[config.mk]
export PLATFORM = sky130hd
export DESIGN_NAME = vector_serializer
export DESIGN_NICKNAME = d
export VERILOG_FILES = /design/src/rtl/vector_serializer.sv
export SDC_FILE = /design/constraint.sdc
export NUM_CORES = 1
export LEC_CHECK = 0
export BUFFER_PORTS_ARGS = -buffer_cell sky130_fd_sc_hd__buf_2
export CORE_ASPECT_RATIO = 0.5
export CORE_MARGIN = 2
export CORE_UTILIZATION = 30
export DETAILED_ROUTE_END_ITERATION = 7
export GPL_ROUTABILITY_DRIVEN = 0
export GPL_TIMING_DRIVEN = 0
export PLACE_DENSITY = 0.55
export SLEW_MARGIN = 10
export SYNTH_ARGS = -nofsm -noshare
export SYNTH_HDL_FRONTEND = slang
export SYNTH_SLANG_ARGS = --single-unit
[constraint.sdc]
create_clock -name iClk -period 1.7 [get_ports iClk]
set_input_delay 0.17 -clock iClk [delete_from_list [all_inputs] [get_ports iClk]]
set_output_delay 0.17 -clock iClk [all_outputs]
set_load 0.1 [all_outputs]
[src/rtl/vector_serializer.sv]
// vector_serializer: 8-bit parallel-to-serial shifter with gapless frame chaining.
// Define VECTOR_SERIALIZER_PARITY_EN to append an even-parity bit to every frame.
module vector_serializer #(
  parameter int unsigned CLKS_PER_BIT = 1,
  parameter bit          LSB_FIRST    = 1'b0,
  parameter bit          IDLE_LEVEL   = 1'b0
) (
  input  logic       iClk,
  input  logic       iRst,
  input  logic [7:0] iVector,
  input  logic       iLoad,
  output logic       oSignal,
  output logic       oReady,
  output logic       oBusy,
  output logic       oDone
);

  localparam int unsigned DATA_W = 8;
`ifdef VECTOR_SERIALIZER_PARITY_EN
  localparam int unsigned FRAME_BITS = DATA_W + 1;
`else
  localparam int unsigned FRAME_BITS = DATA_W;
`endif
  localparam int unsigned CNT_W    = 4;
  localparam logic [CNT_W-1:0] DIV_LAST = CNT_W'(CLKS_PER_BIT - 1);
  localparam logic [CNT_W-1:0] BIT_LAST = CNT_W'(FRAME_BITS - 1);

  typedef enum logic {
    S_IDLE  = 1'b0,
    S_SHIFT = 1'b1
  } state_t;

  state_t             r_state;
  state_t             w_state_nxt;
  logic [DATA_W-1:0]  r_shift;
  logic [CNT_W-1:0]   r_bit_cnt;
  logic [CNT_W-1:0]   r_div_cnt;
  logic               r_signal;
  logic               r_done;
  logic               w_bit_end;
  logic               w_frame_end;
  logic               w_ready;
  logic               w_load;
  logic               w_first_bit;
  logic               w_next_bit;
`ifdef VECTOR_SERIALIZER_PARITY_EN
  logic               r_parity;
`endif

  // State register
  always_ff @(posedge iClk) begin
    if (iRst) begin
      r_state <= S_IDLE;
    end else begin
      r_state <= w_state_nxt;
    end
  end

  // Next state: a load in the last clock of a frame keeps the FSM in SHIFT
  always_comb begin
    w_state_nxt = r_state;
    case (r_state)
      S_IDLE:  if (w_load) w_state_nxt = S_SHIFT;
      S_SHIFT: if (w_frame_end && !w_load) w_state_nxt = S_IDLE;
      default: w_state_nxt = S_IDLE;
    endcase
  end

  // Frame timing decodes and load handshake
  always_comb begin
    w_bit_end   = 1'b0;
    w_frame_end = 1'b0;
    w_ready     = 1'b0;
    case (r_state)
      S_IDLE: begin
        w_ready = 1'b1;
      end
      S_SHIFT: begin
        w_bit_end   = (r_div_cnt == DIV_LAST);
        w_frame_end = w_bit_end && (r_bit_cnt == BIT_LAST);
        w_ready     = w_frame_end;
      end
      default: begin
        w_ready = 1'b0;
      end
    endcase
    w_load = iLoad && w_ready;
  end

  // Bit selection for the first bit of a new frame and for each following boundary
  always_comb begin
    w_first_bit = LSB_FIRST ? iVector[0] : iVector[DATA_W-1];
    w_next_bit  = LSB_FIRST ? r_shift[1] : r_shift[DATA_W-2];
`ifdef VECTOR_SERIALIZER_PARITY_EN
    if (r_bit_cnt == CNT_W'(DATA_W - 1)) begin
      w_next_bit = r_parity;
    end
`endif
  end

  // Datapath: shift register, counters and registered outputs
  always_ff @(posedge iClk) begin
    if (iRst) begin
      r_shift   <= '0;
      r_bit_cnt <= '0;
      r_div_cnt <= '0;
      r_signal  <= IDLE_LEVEL;
      r_done    <= 1'b0;
`ifdef VECTOR_SERIALIZER_PARITY_EN
      r_parity  <= 1'b0;
`endif
    end else begin
      r_done <= w_frame_end;
      if (w_load) begin
        r_shift   <= iVector;
        r_bit_cnt <= '0;
        r_div_cnt <= '0;
        r_signal  <= w_first_bit;
`ifdef VECTOR_SERIALIZER_PARITY_EN
        r_parity  <= ^iVector;
`endif
      end else if (w_frame_end) begin
        r_bit_cnt <= '0;
        r_div_cnt <= '0;
        r_signal  <= IDLE_LEVEL;
      end else if (w_bit_end) begin
        r_div_cnt <= '0;
        r_bit_cnt <= r_bit_cnt + CNT_W'(1);
        r_shift   <= LSB_FIRST ? (r_shift >> 1) : (r_shift << 1);
        r_signal  <= w_next_bit;
      end else if (r_state == S_SHIFT) begin
        r_div_cnt <= r_div_cnt + CNT_W'(1);
      end
    end
  end

  assign oSignal = r_signal;
  assign oReady  = w_ready;
  assign oBusy   = (r_state == S_SHIFT);
  assign oDone   = r_done;

endmodule
# Word level (Yosys, flattened, before mapping)

Cells that the tools add are included.

Bits in read-only memories: 0
Bits in latches: 0
Bits in writable memories: 0
Memories kept: 0
Logic and storage cells: 33
Bits of input ports: 11
Register bits after elaboration: 18
Output and inout port bits: 4

Shifts and indexed selects: 0
Reduce and logical (&&, ||, !) cells: 10
Magnitude comparators: 0
Div/mod/pow operators: 0
Muxes and demuxes: 12
Bitwise operators: 1
$mul: 0
Add/sub/neg operators: 2
Equality and inequality tests: 2

Operators by type and width:

| kind                  | count |
|---|---|
| $mux W7               | 3 |
| $add A4 B1 Y4 const B | 2 |
| $mux W1               | 7 |
| $eq A4 B3 Y1 const B  | 1 |
| $logic_not A4 Y1      | 1 |
| $pmux W1 S2           | 2 |
| $reduce_or A4 Y1      | 1 |
| $logic_and A1 B1 Y1   | 3 |
| $reduce_bool A3 Y1    | 1 |
| $reduce_or A3 Y1      | 1 |
| $ne A2 B1 Y1 const B  | 1 |
| $reduce_and A2 Y1     | 1 |
| $reduce_bool A2 Y1    | 1 |
| $logic_not A1 Y1      | 1 |
| $not A1 Y1            | 1 |

# Depth between registers and ports, before layout

Gate-level depths: netlist of run 1.

Depth in word-level cells: 8
Depth in mapped cells: 7
Mapped depth without buffers: 6

# Worst setup path before layout of run 1

OpenSTA, ideal clock, no wires.

Kind: flip-flop to flip-flop
From: register r_state (netlist: oBusy)
To: register r_shift[1]
Setup time: 0.119 ns
Buffers on the path: 0
Data required time: 1.581 ns
Arrival time: 2.811 ns
Slack: -1.230 ns
Period minus slack after synthesis: 2.930 ns
Cell stages (with the launch flop): 5
Path through: dfxtp_1 nand4bb_1 o21ai_2 nand2_1 o221a_2

Cells in the longest elaborated chain, start to end: 5

RTL lines:

| item                                                                | RTL line | text |
|---|---|---|
| start, declared                                                     | 33       | `state_t r_state;` |
| start signal, assigned                                              | 55       | `r_state <= w_state_nxt;` |
| $not A1 Y1                                                          | 74       | `case (r_state)` |
| $pmux W1 S2 (*)                                                     | 74       |  |
| via oReady                                                          | 13       | `output logic oReady,` |
| $logic_and A1 B1 Y1 (*)                                             | 87       | `w_load = iLoad && w_ready;` |
| $ne A2 B1 Y1 (no source line) or $reduce_bool A2 Y1 (tied branches) | n/a      |  |
| $reduce_and A2 Y1 (no source line)                                  | n/a      |  |
| end signal, assigned                                                | 115      | `r_shift <= iVector;` |
| end signal, assigned                                                | 129      | `r_shift <= LSB_FIRST ? (r_shift >> 1) : (r_shift << 1);` |
| end, declared                                                       | 35       | `logic [DATA_W-1:0] r_shift;` |

Mark *: on every way through the listed nets, which the timed path passes. The rest lies on a longest branch.
A chain may end at the register's enable or synchronous reset.

# Final worst setup path of run 1

From: register r_bit_cnt[0]
To: output oReady

Cells in the longest elaborated chain, start to end: 3

RTL lines:

| item                   | RTL line | text |
|---|---|---|
| start, declared        | 36       | `logic [CNT_W-1:0] r_bit_cnt;` |
| start signal, assigned | 128      | `r_bit_cnt <= r_bit_cnt + CNT_W'(1);` |
| $eq A4 B3 Y1           | 80       | `w_frame_end = w_bit_end && (r_bit_cnt == BIT_LAST);` |
| $logic_and A1 B1 Y1    | 80       |  |
| $pmux W1 S2            | 74       |  |
| end, declared          | 13       |  |

Every way passes these cells.

==> results of run 1 <==
## what timing repair did
action	CTS	global route
endpoints found under the setup margin	1	1
pin swaps	0	1
resized for setup	2	6
gates cloned	0	0
hold buffers	0	0
setup buffers	0	2
## kinds of logic after synthesis
group                    count (synthesis)  synth area share
AND/OR/NAND/NOR                         28             0.174
AO/OA/AOI/OAI                           21             0.186
flip-flops                              18             0.429
buffers and inverters                   12            0.0715
XOR/XNOR                                 5            0.0522
multiplexers                             3            0.0417
adder cells (fa/ha/maj)                  3            0.0447
## stage by stage
stage / setup slack (ns) / instance area, µm² / setup TNS, ns / power [mW] / utilization
floorplan: -0.240 / 873 / -1.62 / 0.610 / -
global placement: 0.106 / 990 / 0 / 0.647 / 0.378
detailed placement: 0.110 / 990 / 0 / 0.648 / 0.378
CTS: 0.0237 / 1050 / 0 / 1.01 / 0.401
global route: 0.000434 / 1090 / 0 / 1.06 / 0.416
finish: 0.0890 / 1090 / 0 / 1.00 / 0.416
## layout by cell type, fill, tap and decap left out, drive strengths merged
| cell | instances |
|---|---|
| nand3b | 1 |
| mux2 | 1 |
| xor2 | 3 |
| dfxtp | 18 |
| nand2 | 9 |
| a311oi | 1 |
| or3b | 1 |
| ha | 3 |
| nor2 | 9 |
| mux2i | 2 |
| nand4bb | 1 |
| o221a | 6 |
| a21o | 1 |
| nand4 | 2 |
| nor2b | 1 |
| a21oi | 6 |
| xnor2 | 2 |
| clkbuf | 5 |
| buf | 18 |
| o21ai | 7 |
| and4bb | 1 |
| nand3 | 1 |
| nand2b | 2 |
| inv | 9 |
## flip-flops by register name (all words and copies together), names as in the netlist
register   cells
oSignal        1
oDone          1
r_bit_cnt      4
oBusy          1
r_shift        7
r_div_cnt      4
## cell type report
cell class	count	area [µm²]	area share
Inverter	9	33.8	0.0310
Clock buffer	4	55.1	0.0505
Buffer	3	26.3	0.0241
Tap cell	37	46.3	0.0425
Timing Repair Buffer	16	100	0.0918
Sequential cell	18	368	0.338
Multi-Input combinational cell	60	460	0.423
## power breakdown
group / internal (mW) / switching (mW)
Combinational: 0.0761 / 0.107
Clock: 0.206 / 0.147
Sequential: 0.450 / 0.0183
Total: 0.732 / 0.272
## worst register-to-register path: cells and delay by family (launching register included)
family | cells | cell delay (ns)
and+or+nand+nor | 1 | 0.39
buffers and inverters | 1 | 0.06
adders and majority gates | 1 | 0.20
DFF | 1 | 0.34
AOI/OAI and AO/OA | 2 | 0.55
## how the worst max path moves through the flow
stage                      start          to  slack (ns)  cells past startpoint
finish              r_bit_cnt[0]      oReady        0.09                      4
global route        r_div_cnt[1]      oReady      0.0004                      5
floorplan                  oBusy  r_shift[1]       -0.24                      4
global placement    r_div_cnt[0]  r_shift[2]        0.11                      5
detailed placement  r_div_cnt[0]  r_shift[6]        0.11                      5
CTS                 r_bit_cnt[0]      oReady        0.02                      4
## routing by layer
metal / wire length [µm] / global-route usage / share of wire / up-vias
met5: 0 / 0 / 0 / -
met4: 0 / 0.0310 / 0 / 0
met3: 87 / 0.0522 / 0.054 / 0
met2: 676 / 0.150 / 0.42 / 13
met1: 848 / 0.148 / 0.53 / 304
li1: - / - / - / 353
==> out/results.tsv, run 1 <==
stage	metric	value	unit
clocking	root_buffer	clkbuf_8	
setup_path	crit_chain	ha_4 -> nand3b_1 -> o21ai_4 -> buf_12	
global_routing	track_usage	0.108	
floorplanning	placementRows	13	
timing	hold_viol_final	0	
detailed_routing	firstDrtPassIters	4	
cells_and_area	diodes	0	
worst_hold_path	hold_end	r_shift[0]	
global_routing	grt_max_degree	11	
detailed_routing	routed_via_density	4.56	
setup_path	path_max_fanout	5	
setup_path	critical_path_class	reg -> out	
job	maxCapViolations	0	
setup_path	critPathCaptureType	output port	
logic_synthesis	synth_warnings	0	
logic_synthesis	synthArstFlopShare	0	
detailed_routing	vias	670	
clocking	htreeDepth	1	
floorplanning	ios	15	
logic_synthesis	synthFlopType	dfxtp_1	
setup_path	critPathLaunchType	register	
power	powerDensity	921	nW/µm²
detailed_routing	wl	1610	µm
global_routing	grt-ovfl-total	0	
logic_synthesis	avgSynthCellArea	9.33	µm²
timing	worstMarginPinSlew	0.486	ns
detailed_routing	drtAntennaViolNets	0	
logic_synthesis	synth_seq_area_share	0.429	
logic_synthesis	netlist-cell-type-count	27	
logic_synthesis	netlist.area_leader.share	0.429	
logic_synthesis	yosys_register_bits	18	
power	ir_drop	0.336	mV
global_routing	grt_pass1_wl	2700	µm
cells_and_area	area_delta_synth_final	29.8	%
logic_synthesis	synth_common_cells	18 x dfxtp_1, 9 x inv_1, 9 x nand2_1, 8 x nor2_1	
global_routing	grt_pass1_vias	602	
setup_path	slowest_delay	0.37	ns
logic_synthesis	synth_area_leader_cell	dfxtp_1	
floorplanning	start_util	0.321	
clocking	insertion_delay	0.25	ns
placement	hpwl	1160	µm
logic_synthesis	synth_nets	104	
setup_path	crit_path_top_delay_cell	dfxtp_2	
floorplanning	die_width	78.8	µm
worst_hold_path	holdPathStages	3	
setup_path	r2r_cells	5	
cells_and_area	finalNetCount	125	
timing	period_needed	1.61	ns
clocking	clk_path_buf_depth	2	
timing	finClkSkew	0.00236	ns
setup_path	path_buf_inv	1	
cells_and_area	layout-drive-gt1-share	0.364	
worst_hold_path	hold_path.class	in -> reg	
floorplanning	die_h	41.4	µm
timing	rsz0062_at_grt	no	
floorplanning	die-area	3260	µm²
outcome	run_status	finished, final reports clean	
setup_path	cp.required	1.53	ns
placement	io_buffer_count	14	
detailed_routing	wire_per_inst	11.0	µm
clocking	cts_tree	yes	
timing	drv_slew	0	
logic_synthesis	synth_edf_count	0	
worst_hold_path	hold_start	iVector[0]	
floorplanning	core_area	2620	µm²
logic_synthesis	synth_most_common_cell	dfxtp_1	
setup_path	r2r_slack	0.10	ns
clocking	numCtsBuffers	3	
detailed_routing	drc	0	
logic_synthesis	netlist_instances	90	
timing	whs	0.159	ns
clocking	cts_sinks	18	
timing	setup-violations-final	0	
detailed_routing	drt_iter0_drc	50	
setup_path	timing.rr.start	r_div_cnt[0]	
setup_path	r2r-end	r_shift[1]	
logic_synthesis	syn_area	840	µm²
cells_and_area	layoutNonFillerInstCount	147	
global_routing	antenna_found_initial	0	
setup_path	crit_arrival	1.44	ns
clocking	clk_pin_slew	0.07	ns
cells_and_area	fillers	259	
power	p_leak	0.445	nW
timing	fmax	621	MHz
setup_path	critPathTopFamily	flip-flops	
timing	post-route-period-util	0.948	
logic_synthesis	synth_area_leaders	dfxtp_1 43%, o221a_2 8.0%, ha_1 4.5%, inv_1 4.0%, nand2_1 4.0%	
placement	dp_cells	141	
timing	max_slew_margin	0.678	
Note: power is estimated with default switching activity, not from simulation.
==> inputs of run 2 (changes only) <==
- CELL_PAD_IN_SITES_DETAIL_PLACEMENT: default -> 0
- CELL_PAD_IN_SITES_GLOBAL_PLACEMENT: default -> 1
- PLACE_DENSITY: 0.55 -> 0.67
- REMOVE_ABC_BUFFERS: default -> 1
==> run 2 against run 1 <==
Worst setup slack got worse by 0.028 ns. Clock power about the same. Power decreased by 1.1%. Sequential cell count unchanged. Hold slack improved by 0.014 ns. Largest cell class unchanged.
==> out/results.tsv, run 2 (same netlist as run 1, synthesis figures left out) <==
stage	metric	value	unit
timing	finClkSkew	0.00134	ns
cells_and_area	fin_util	0.400	
outcome	run_status	finished, final reports clean	
setup_path	crit_path_top_delay_cell	dfxtp_2	
global_routing	antenna_found_initial	0	
timing	post-route-period-util	0.964	
detailed_routing	wl	1570	µm
detailed_routing	drc	0	
setup_path	critPathCaptureType	output port	
cells_and_area	layout-drive-gt1-share	0.349	
timing	rsz0062_at_grt	yes	
detailed_routing	wire_per_inst	11.0	µm
detailed_routing	drt_iter0_drc	58	
clocking	cts_sinks	18	
timing	worstMarginPinSlew	0.486	ns
setup_path	critPathLaunchType	register	
worst_hold_path	hold_path.class	in -> reg	
timing	fmax	610	MHz
clocking	cts_hold_buffers	0	
placement	hpwl	1140	µm
clocking	cts_tree	yes	
cells_and_area	seq_area	365	µm²
clocking	clk_pin_slew	0.07	ns
setup_path	path_max_fanout	5	
floorplanning	die_h	41.4	µm
power	ir_drop	0.250	mV
global_routing	grt_pass1_wl	2540	µm
setup_path	slowest_delay	0.35	ns
timing	period_needed	1.64	ns
clocking	insertion_delay	0.25	ns
timing	whs	0.173	ns
floorplanning	placementRows	13	
timing	max_slew_margin	0.678	
floorplanning	die-area	3260	µm²
cells_and_area	diodes	0	
detailed_routing	vias	637	
setup_path	critical_path_class	reg -> out	
clocking	numCtsBuffers	3	
power	p_leak	0.427	nW
setup_path	crit_chain	ha_1 -> nand3b_1 -> o21ai_4 -> buf_12	
power	p_total	0.992	mW
timing	drv_slew	0	
timing	fin_setup_tns	0	ns
cells_and_area	finalNetCount	121	
cells_and_area	layoutNonFillerInstCount	143	
job	maxCapViolations	0	
clocking	root_buffer	clkbuf_8	
floorplanning	start_util	0.321	
placement	io_buffer_count	14	
global_routing	grt-ovfl-total	0	
clocking	clk_path_buf_depth	2	
floorplanning	core_area	2620	µm²
cells_and_area	fillers	258	
detailed_routing	routed_via_density	4.45	
power	powerDensity	946	nW/µm²
floorplanning	die_width	78.8	µm
cells_and_area	area_delta_synth_final	24.9	%
cells_and_area	regMostFlops	r_shift	
global_routing	track_usage	0.106	
timing	hold_viol_final	0	
cells_and_area	largest_register_ffs	7	
setup_path	crit_arrival	1.47	ns
setup_path	cp.required	1.53	ns
cells_and_area	final_common_cell	dfxtp_1	
clocking	htreeDepth	1	
timing	setup-violations-final	0	
cells_and_area	final_cell_mix	14 x dfxtp_1, 13 x buf_2, 9 x inv_1	
cells_and_area	top_regs	r_shift x7, r_bit_cnt x4, r_div_cnt x4	
global_routing	grt_pass1_vias	548	
detailed_routing	drtAntennaViolNets	0	
global_routing	grt_max_degree	13	
detailed_routing	firstDrtPassIters	4	
placement	dp_cells	138	
cells_and_area	multi_input_area	455	µm²
floorplanning	ios	15	
[run 2: worst max-delay path: cells and delay by family, from the launching register on]
| kind | cells | cell delay, ns |
|---|---|---|
| adders and majority gates | 1 | 0.17 |
| AOI/OAI and AO/OA | 1 | 0.28 |
| and+or+nand+nor | 1 | 0.21 |
| buffers and inverters | 1 | 0.20 |
| DFF | 1 | 0.35 |
[run 2: final cells by class]
cell class              instances  area share
inverters                       9      0.0322
repair buffers                 15      0.0883
well taps                      37      0.0442
multi-input cells              60       0.434
flip-flops and latches         18       0.348
clock buffers                   4      0.0525
[run 2: what timing repair did]
item                                    4_1_cts  5_1_grt
endpoints found under the setup margin        7        5
endpoints found under the hold margin         0        0
pin swaps                                     1        1
setup buffers                                 1        0
resized for setup                             6        8
[run 2: power by group]
part | internal [mW] | switching (mW) | leakage, nW | total, mW
Combinational | 0.0683 | 0.0996 | 0.249 | 0.168
Sequential | 0.451 | 0.0231 | 0.149 | 0.474
Clock | 0.206 | 0.145 | 0.0288 | 0.351
[run 2: per-stage QoR]
| stage | area [µm²] | worst slack [ns] |
|---|---|---|
| 2_1_floorplan | 813 | -1.43 |
| 3_3_place_gp | 930 | -0.0578 |
| 3_5_place_dp | 930 | -0.0341 |
| 4_1_cts | 1010 | 0.0143 |
| 5_1_grt | 1050 | -0.0160 |
| 6_report | 1050 | 0.0606 |
[run 2: final timing paths]
path,endpoint,cells after the start,slack (ns),start
worst min-delay path,r_shift[0],3,0.17,iVector[0]
worst min register to register,r_bit_cnt[1],2,0.47,r_bit_cnt[1]
worst max-delay path,oReady,4,0.06,r_bit_cnt[0]
worst max register to register,r_shift[0],6,0.10,r_div_cnt[0]
[run 2: metal layers]
layer	share of wire	routed length, µm	vias to the layer above	track usage
met5	0	0	-	0
met4	0	0	0	0.0517
met3	0.041	64	0	0.0543
met2	0.42	651	10	0.130
met1	0.54	852	282	0.148
li1	-	-	345	-
==> inputs of run 3 (changes only) <==
- ABC_AREA: default -> 1
- CORE_MARGIN: 2 -> default
- PLACE_DENSITY: 0.67 -> 0.69
==> run 3 against run 2 <==
Combinational power is 15% higher. Final cell count grew 29%. Synthesized cell count up 44%. First-iteration DRC count decreased by 66%. Register-to-register slack gained 0.04 ns. Critical path type unchanged. Critical endpoint is now oBusy. Largest cell class unchanged. Largest power group unchanged.
==> out/results.tsv, run 3 <==
stage	metric	value	unit
floorplanning	core_area	2770	µm²
cells_and_area	final_common_cell	nand3_1	
setup_path	slowest_delay	0.66	ns
floorplanning	placementRows	13	
clocking	clk_path_buf_depth	2	
logic_synthesis	netlist_instances	130	
timing	worstMarginPinSlew	0.537	ns
logic_synthesis	synth_compound_area_frac	0.0751	
cells_and_area	fillers	314	
timing	post-route-period-util	0.948	
logic_synthesis	avgSynthCellArea	7.18	µm²
setup_path	critPathCaptureType	output port	
setup_path	critPathLaunchType	register	
setup_path	critPathCapture	oBusy	
placement	place_ws	-0.0963	ns
timing	setup-violations-final	0	
setup_path	path_buf_inv	1	
logic_synthesis	synth_warnings	0	
detailed_routing	drtAntennaViolNets	0	
job	maxCapViolations	0	
cells_and_area	largest_register_ffs	7	
clocking	root_buffer	clkbuf_8	
floorplanning	die_width	80.9	µm
placement	io_buffer_count	14	
power	switching_power	0.294	mW
detailed_routing	wire_per_inst	9.67	µm
detailed_routing	wl	1790	µm
global_routing	grt_max_degree	15	
timing	max_slew_margin	0.642	
logic_synthesis	synth_most_common_cell	nand2_1	
power	powerDensity	894	nW/µm²
clocking	cts_hold_buffers	0	
setup_path	crit_chain	buf_2	
detailed_routing	drc	0	
logic_synthesis	synth_top_family_by_area	simple AND/OR/NAND/NOR gates	
floorplanning	die-area	3350	µm²
cells_and_area	finalNetCount	163	
logic_synthesis	synth_common_cells	25 x nand2_1, 24 x nand3_1, 20 x inv_1, 18 x dfxtp_1, 13 x a21oi_1	
cells_and_area	top_regs	r_shift x7, r_bit_cnt x4, r_div_cnt x4	
worst_hold_path	holdPathStages	3	
setup_path	crit_path_top_delay_cell	dfxtp_1	
placement	placed_area	1020	µm²
timing	drv_slew	0	
global_routing	grt_pass1_wl	3040	µm
power	p_total	1.01	mW
clocking	cts_sinks	18	
floorplanning	ios	15	
floorplanning	die_h	41.4	µm
logic_synthesis	synth_area_leaders	dfxtp_1 39%, nand3_1 13%, nand2_1 10%, inv_1 8.0%, a21oi_1 7.0%	
logic_synthesis	synthFlopType	dfxtp_1	
placement	hpwl	1270	µm
logic_synthesis	synthXorXnorAreaFrac	0.0282	
power	internal-power	0.720	mW
setup_path	crit_start	oBusy	
logic_synthesis	yosys_register_bits	18	
cells_and_area	diodes	0	
global_routing	grt-ovfl-total	0	
timing	worst_slack	0.0880	ns
power	clkPwrFrac	0.350	
clocking	insertion_delay	0.26	ns
timing	fin_setup_tns	0	ns
power	p_seq_frac	0.458	
logic_synthesis	netlist.area_leader.share	0.386	
cells_and_area	stdcell_area	1130	µm²
logic_synthesis	synthMuxAreaShare	0	
setup_path	r2r_cells	12	
setup_path	cp.required	1.53	ns
clocking	numCtsBuffers	3	
logic_synthesis	yosys.area_share.simple	0.339	
setup_path	crit_cells	1	
cells_and_area	seq_area	360	µm²
logic_synthesis	syn_area	933	µm²
detailed_routing	routed_via_density	4.37	
timing	hold_viol_final	0	
global_routing	antenna_found_initial	0	
power	ir_drop	0.340	mV
power	p_leak	0.516	nW
logic_synthesis	synth_edf_count	0	
cells_and_area	layout-drive-gt1-share	0.243	
global_routing	track_usage	0.119	
cells_and_area	area_delta_synth_final	21.4	%
clocking	htreeDepth	1	
setup_path	critPathTopFamily	flip-flops	
detailed_routing	vias	808	
logic_synthesis	synth_seq_area_share	0.386	
outcome	run_status	finished, final reports clean	
cells_and_area	multi_input_area	463	µm²
detailed_routing	drt_iter0_drc	20	
timing	finClkSkew	0.00759	ns
timing	whs	0.174	ns
logic_synthesis	synth_area_leader_cell	dfxtp_1	
timing	fmax	620	MHz
logic_synthesis	netlist-cell-type-count	22	
cells_and_area	regMostFlops	r_shift	
power	p_sw_frac	0.290	
clocking	clk_pin_slew	0.08	ns
cells_and_area	final_cell_mix	24 x nand3_1, 23 x nand2_1, 19 x inv_1	
timing	period_needed	1.61	ns
setup_path	timing.rr.start	r_div_cnt[0]	
timing	rsz0062_at_grt	no	
floorplanning	start_util	0.338	
global_routing	grt_pass1_vias	699	
setup_path	crit_arrival	1.44	ns
logic_synthesis	synth-adder-area-share	0.0402	
setup_path	path_max_fanout	14	
logic_synthesis	synthArstFlopShare	0	
setup_path	r2r-end	r_shift[5]	
setup_path	critical_path_class	reg -> out	
setup_path	r2r_slack	0.14	ns
worst_hold_path	hold_path.class	in -> reg	
detailed_routing	firstDrtPassIters	4	
clocking	cts_tree	yes	
power	power_frac_comb	0.192	
[run 3: cell count changes in the layout (fill, tap and decap cells not counted), moves of 3 or more]
| cell | change |
|---|---|
| inv_1 | +10 |
| o221a_2 | -6 |
| dfxtp_2 | -4 |
| nand2_4 | +3 |
| a21oi_1 | +8 |
| buf_4 | +3 |
| nand3_1 | +23 |
| dfxtp_1 | +4 |
| nand2_1 | +15 |
| o21ai_0 | -5 |
[run 3: metal layers]
layer  vias to the layer above  part of all wire  wire [µm]  track usage
li1                        448                 -          -            -
met2                        10              0.43        775        0.176
met3                         2             0.030         54       0.0462
met4                         0            0.0067         12       0.0321
met1                       348              0.53        946        0.160
met5                         -                 0          0            0
[run 3: through the flow]
stage / instances / util
global route: 185 / 0.410
finish: 185 / 0.410
detailed placement: 177 / 0.369
CTS: 181 / 0.398
floorplan: 126 / -
global placement: 177 / 0.369
[run 3: cell type report]
class                           instances  share of cell area
Tap cell                               37              0.0408
Timing Repair Buffer                   18               0.102
Sequential cell                        18               0.318
Multi-Input combinational cell         85               0.408
Clock buffer                            4              0.0486
Inverter                               23              0.0828
[run 3: power groups by stage]
stage          Sequential [mW]  Clock, mW  Combinational [mW]
6_report                 0.464      0.355               0.194
5_1_grt                  0.467      0.388               0.218
4_1_cts                  0.464      0.372               0.187
3_5_place_dp             0.473          0               0.179
3_3_place_gp             0.473          0               0.179
2_1_floorplan            0.499          0               0.108
[run 3: worst min-delay path by stage]
stage,start,to,slack [ns]
after floorplan,iRst,oBusy,0.24
after global placement,iVector[0],r_shift[0],0.45
after detailed placement,iVector[0],r_shift[0],0.46
after CTS,iVector[0],r_shift[0],0.17
after global routing,iVector[0],r_shift[0],0.19
final,iVector[0],r_shift[0],0.17
[run 3: cells by family after synthesis]
logic type | count (synthesis)
AO/OA/AOI/OAI | 14
XOR/XNOR | 3
adder cells (fa/ha/maj) | 3
buffers and inverters | 27
flip-flops | 18
AND/OR/NAND/NOR | 65
[run 3: repair_timing]
item,in CTS,in global routing
setup endpoints to repair,7,7
gates resized for setup,7,2
setup buffers,0,4
pin swaps,0,1
